**config.mk**
```make
export PLATFORM = sky130hd
export DESIGN_NAME = front_panel_ctrl
export DESIGN_NICKNAME = d
export VERILOG_FILES = /design/src/rtl/front_panel_ctrl_pkg.sv /design/src/rtl/button_debounce.sv /design/src/rtl/front_panel_ctrl.sv
export SDC_FILE = /design/constraint.sdc
export NUM_CORES = 1
export LEC_CHECK = 0
export CORE_ASPECT_RATIO = 2
export CORE_UTILIZATION = 58
export CTS_CLUSTER_SIZE = 28
export DETAILED_ROUTE_END_ITERATION = 12
export PLACE_DENSITY = 0.87
export SYNTH_ARGS = -nofsm -noshare
export SYNTH_HDL_FRONTEND = slang
export SYNTH_SLANG_ARGS = --single-unit
export TNS_END_PERCENT = 50
```
**constraint.sdc**
```tcl
create_clock -name clk -period 5.6 [get_ports clk]
set_clock_uncertainty 0.15 [all_clocks]
set_input_delay 0.84 -clock clk [delete_from_list [all_inputs] [get_ports clk]]
set_output_delay 0.84 -clock clk [all_outputs]
set_load 0.03 [all_outputs]
```
**src/rtl/front_panel_ctrl_pkg.sv**
```systemverilog
// Shared front-panel types: machine word and
// panel FSM state encoding.
package CPU_Definitions;

  typedef logic [11:0] word_t;

  typedef enum logic [1:0] {
    IDLE    = 2'd0,
    RUN     = 2'd1,
    STEP    = 2'd2,
    DEPOSIT = 2'd3
  } panel_state_t;

endpackage

```
**src/rtl/button_debounce.sv**
```systemverilog
// One push button: 2-flop synchronizer, stability
// counter and a one-cycle pulse on accepted 0->1.
module button_debounce #(
  parameter int DEBOUNCE_CYCLES = 16
) (
  input  logic clk,
  input  logic reset,
  input  logic i_raw,
  output logic o_press
);

  localparam int CW = $clog2(DEBOUNCE_CYCLES + 1);
  localparam logic [CW-1:0] LAST =
    CW'(DEBOUNCE_CYCLES - 1);

  logic          r_s1;
  logic          r_s2;
  logic          r_level;
  logic          r_press;
  logic [CW-1:0] r_cnt;

  always_ff @(posedge clk or posedge reset) begin
    if (reset) begin
      r_s1    <= 1'b0;
      r_s2    <= 1'b0;
      r_level <= 1'b0;
      r_press <= 1'b0;
      r_cnt   <= '0;
    end else begin
      r_s1    <= i_raw;
      r_s2    <= r_s1;
      r_press <= 1'b0;
      // count consecutive samples that disagree with the held level
      if (r_s2 == r_level) begin
        r_cnt <= '0;
      end else if (r_cnt == LAST) begin
        r_level <= r_s2;
        r_cnt   <= '0;
        r_press <= r_s2;
      end else begin
        r_cnt <= r_cnt + 1'b1;
      end
    end
  end

  assign o_press = r_press;

endmodule

```
**src/rtl/front_panel_ctrl.sv**
```systemverilog
// Front panel controller: debounced buttons drive
// load, deposit, step and run control of the CPU.
module front_panel_ctrl
  import CPU_Definitions::*;
#(
  parameter int DEBOUNCE_CYCLES = 16
) (
  input  logic         clk,
  input  logic         reset,
  input  logic         btnc,
  input  logic         btnu,
  input  logic         btnd,
  input  logic         btnl,
  input  logic         btnr,
  input  logic [12:0]  sw,
  input  logic         cpu_instr_done,
  input  logic         cpu_halted,
  input  logic         dep_ack,
  output logic         cpu_run,
  output logic         load_pc,
  output logic         load_ac,
  output word_t        load_data,
  output logic         dep_req,
  output word_t        dep_addr,
  output word_t        dep_data,
  output logic         disp_sel,
  output panel_state_t panel_state
);

  logic [4:0] w_raw;
  logic [4:0] w_ev;

  assign w_raw = {btnc, btnu, btnd, btnl, btnr};

  for (genvar g = 0; g < 5; g++) begin : g_btn
    button_debounce #(
      .DEBOUNCE_CYCLES(DEBOUNCE_CYCLES)
    ) u_db (
      .clk    (clk),
      .reset  (reset),
      .i_raw  (w_raw[g]),
      .o_press(w_ev[g])
    );
  end

  logic w_ev_c;
  logic w_ev_u;
  logic w_ev_d;
  logic w_ev_l;
  logic w_ev_r;

  assign {w_ev_c, w_ev_u, w_ev_d, w_ev_l, w_ev_r} = w_ev;

  panel_state_t r_state;
  logic         r_run_s1;
  logic         r_run_s2;
  logic         r_halt;
  logic         r_cpu_run;
  logic         r_load_pc;
  logic         r_load_ac;
  word_t        r_load_data;
  logic         r_dep_req;
  word_t        r_dep_addr;
  word_t        r_dep_data;
  logic         r_disp_sel;
  word_t        r_ptr;

  always_ff @(posedge clk or posedge reset) begin
    if (reset) begin
      r_state     <= IDLE;
      r_run_s1    <= 1'b0;
      r_run_s2    <= 1'b0;
      r_halt      <= 1'b0;
      r_cpu_run   <= 1'b0;
      r_load_pc   <= 1'b0;
      r_load_ac   <= 1'b0;
      r_load_data <= '0;
      r_dep_req   <= 1'b0;
      r_dep_addr  <= '0;
      r_dep_data  <= '0;
      r_disp_sel  <= 1'b0;
      r_ptr       <= '0;
    end else begin
      r_run_s1  <= sw[12];
      r_run_s2  <= r_run_s1;
      r_load_pc <= 1'b0;
      r_load_ac <= 1'b0;
      if (cpu_halted)
        r_halt <= 1'b1;
      else if (!r_run_s2)
        r_halt <= 1'b0;
      if (w_ev_c)
        r_disp_sel <= ~r_disp_sel;
      unique case (r_state)
        IDLE: begin
          if (w_ev_l) begin
            r_load_pc   <= 1'b1;
            r_load_data <= sw[11:0];
            r_ptr       <= sw[11:0];
          end else if (w_ev_r) begin
            r_load_ac   <= 1'b1;
            r_load_data <= sw[11:0];
          end else if (w_ev_d) begin
            r_state    <= DEPOSIT;
            r_dep_req  <= 1'b1;
            r_dep_addr <= r_ptr;
            r_dep_data <= sw[11:0];
          end else if (w_ev_u) begin
            r_state   <= STEP;
            r_cpu_run <= 1'b1;
          end else if (r_run_s2 && !r_halt) begin
            r_state   <= RUN;
            r_cpu_run <= 1'b1;
          end
        end
        RUN: begin
          if (cpu_halted ||
              (cpu_instr_done && !r_run_s2)) begin
            r_state   <= IDLE;
            r_cpu_run <= 1'b0;
          end
        end
        STEP: begin
          if (cpu_instr_done || cpu_halted) begin
            r_state   <= IDLE;
            r_cpu_run <= 1'b0;
          end
        end
        DEPOSIT: begin
          if (dep_ack) begin
            r_state   <= IDLE;
            r_dep_req <= 1'b0;
            r_ptr     <= r_ptr + 12'd1;
          end
        end
        default: r_state <= IDLE;
      endcase
    end
  end

  assign cpu_run     = r_cpu_run;
  assign load_pc     = r_load_pc;
  assign load_ac     = r_load_ac;
  assign load_data   = r_load_data;
  assign dep_req     = r_dep_req;
  assign dep_addr    = r_dep_addr;
  assign dep_data    = r_dep_data;
  assign disp_sel    = r_disp_sel;
  assign panel_state = r_state;

endmodule

```
==> results.md <==
- Post-synth EDFFs: 0
- Run status: finished, final reports clean
- Vias per cell: 5.76
- Via count: 2971
- Post-CTS Setup Bufs: 0
- Clk_lat worst skew: 340 ps
- Clock Sinks: 103
- Residual DRC count: 0
- Reg2reg start: panel_state[1]
- Die height: 124 um
- Die width: around 63 um
- Fill cell count: 480
- Final setup vio count: 0
- Warnings from Yosys: 0
- Critical path arrival: just under 3000 ps
- # diodes: 0
- Starting density of the core: 0.598
- Number of buffers created by CTS: 9
- Leakage: roughly 2.5 nW
- H-tree levels: 3
- Mapped Cells: approximately 350
- First-pass GRT wire length: 14000 um
- Post-layout power: 1.78 mW
- F_max: roughly 350 MHz
- Buffer levels on the longest clock path: 2
- WS Path Type: reg2reg
- CTS clock-pin slew for the worst setup and hold paths: 60 ps
- Syn Area/Cell: 12.3 um2
- Routability congestion estimate: roughly 0.94
- Final Hold Violating Endpoints: 0
- Drt first pass iters: 5
- Worst-Margin Slew: 1170 ps
- Min Tclk post-route: about 2900 ps
- Post-synthesis async set-or-reset flop share: 1.00
- Hold path startpoint: r_run_s1
- Worst Hold Class: reg2reg
- CTS root buffer: clkbuf_16
- Max_slew headroom: 0.220
- RSZ-0062 raised after global routing: no
- Register area share after synthesis: 0.593
- Max-cap viol count: 0
- Gr ovfl total: 0
- Synth area leaders: dfrtp_1 59%, mux2_2 11%, ha_1 3.2%
- Fraction of the cycle the final worst path needs: 0.509
- Req. time, crit path: 5670 ps
- PwrDens: about 330 nW/um2
- CTS tree: yes
- Routed WL: about 8500 um
- Iteration-0 DRC Markers: approximately 150
- Worst-path maximum fanout: 25
- Vias in the first global route: ~3100
- Antenna violations before repair: 0
- Post-CTS Hold Fix Bufs: 0
- Final Slew Violations: 0
- Top cell type's share of synthesized area: 0.593
- Syn Nets: 386
- Netlist Area Pre-Place: 4340 um2
- Core area: 7270 um2
- GR Util All Layers: 0.235
- Post-cts gate resize count: 0
- Nets@finish: 454
- Crit. End Element: flop
- DP HPWL: 6050 um
- # port buffers: 65
- Number of synthesized register bits: around 100
- Post-route ant nets: 0
- Crit path from: panel_state[1]
- Dominant synthesized flop cell: dfrtp_1
- Peak VDD IR: between 200 and 300 uV
- I/O pin count: 66
- Yosys cell types: 45
- Num rows: 44
- Layout area overhead: 24.1%
- Share of cells above drive strength 1: 0.151
- Post-synth top area cell: dfrtp_1
- Post-Route Setup TNS: 0 ps
- Startpoint Class: flop
- Largest net degree at the start of global routing: 55
- Routed len/inst: 16.5 um
- Die Footprint: 7860 um2
==> stage by stage <==
step	worst slack, ps	area (um2)	util	cells	hold WS [ps]
CTS	2720	5390	0.742	516	206
floorplan	1910	4340	-	352	181
global placement	2880	5080	0.699	501	181
detailed placement	2790	5080	0.699	501	191
global route	2520	5390	0.742	516	209
finish	2750	5390	0.742	516	203
==> critical path: stages (launching register included) <==
cell,delay (ps)
dfrtp_1,420
inv_1,140
ha_1,500
nand2_1,170
nor3_4,910
mux2_2,440
==> cell type report <==
| type | instances | area, um2 | share of cell area |
|---|---|---|---|
| clock buffers | 9 | 225 | 0.0418 |
| clock inverters | 6 | 86.3 | 0.0160 |
| inverters | 16 | 62.6 | 0.0116 |
| multi-input cells | 224 | 1670 | 0.309 |
| flip-flops and latches | 103 | 2580 | 0.478 |
| well taps | 92 | 115 | 0.0213 |
| repair buffers | 66 | 658 | 0.122 |
==> synthesized netlist by cell type (all sizes together) (4+ instances only) <==
cell     count
nor4b        4
clkbuf       4
a2bb2oi      4
and3         4
nor2        28
dfrtp      103
nor3         9
a21oi        6
ha          11
o22ai        5
nor2b        7
nand2       12
xor2        10
nand4        5
xnor2        4
nor4         4
mux2        41
nand3       18
buf          5
inv         16
mux2i        5
and2         5
o21ai       14
==> cell usage in the layout (no fill, tap or decap), types with 4 or more instances in the layout <==
cell type | netlist | routed
dfrtp_1 | 103 | 103
clkdlybuf4s50_1 | 0 | 65
mux2_2 | 41 | 41
nor2_1 | 27 | 27
nand3_1 | 18 | 18
inv_1 | 16 | 15
o21ai_0 | 12 | 12
nand2_1 | 12 | 12
ha_1 | 11 | 11
xor2_1 | 10 | 10
clkbuf_16 | 0 | 9
nor3_1 | 7 | 7
nor2b_1 | 6 | 6
a21oi_1 | 6 | 6
mux2i_1 | 5 | 5
and2_1 | 5 | 5
o22ai_1 | 5 | 5
nand4_1 | 5 | 5
and3_1 | 4 | 4
xnor2_1 | 4 | 4
nor4b_1 | 4 | 4
nor4_1 | 4 | 4
a2bb2oi_1 | 4 | 4
==> flip-flops by register name, indices dropped and copies added, names as in the netlist, 2 cells and up <==
signal and count:
g_btn.u_db.r_cnt 25, g_btn.u_db.o_press 5, g_btn.u_db.r_s1 5, panel_state 2, dep_data 12, g_btn.u_db.r_level 5
load_data 12, dep_addr 12, r_ptr 12, g_btn.u_db.r_s2 5
==> cell families after synthesis <==
family,after synthesis,share of synthesized area
and+or+nand+nor,108,0.134
DFF,103,0.593
muxes,46,0.118
AOI/OAI and AO/OA,45,0.0706
buffers and inverters,25,0.0242
xor gates and xnor gates,14,0.0282
adders and majority gates,11,0.0317
==> per-layer routing <==
layer | vias up | routed length [um] | track usage
met3 | 21 | 353 | 0.0549
met5 | - | 0 | 0
met2 | 79 | 4860 | 0.409
met4 | 0 | 269 | 0.140
met1 | 1490 | 3030 | 0.250
li1 | 1381 | - | -
==> worst paths after layout <==
kind	end	slack [ps]	cells after the start
min	r_run_s2	200	0
min reg2reg	r_run_s2	200	0
max	dep_addr[5]	2750	5
max reg2reg	dep_addr[5]	2750	5
min in group asynchronous	g_btn[2].u_db.r_cnt[0]	770	2
max in group asynchronous	g_btn[1].u_db.r_cnt[3]	3490	3
==> report_power, final <==
part / switching, mW / internal [mW]
sequential: 0.0565 / 0.790
combinational: 0.161 / 0.125
clock: 0.259 / 0.388
No activity file was read; power rests on OpenSTA's default activity.
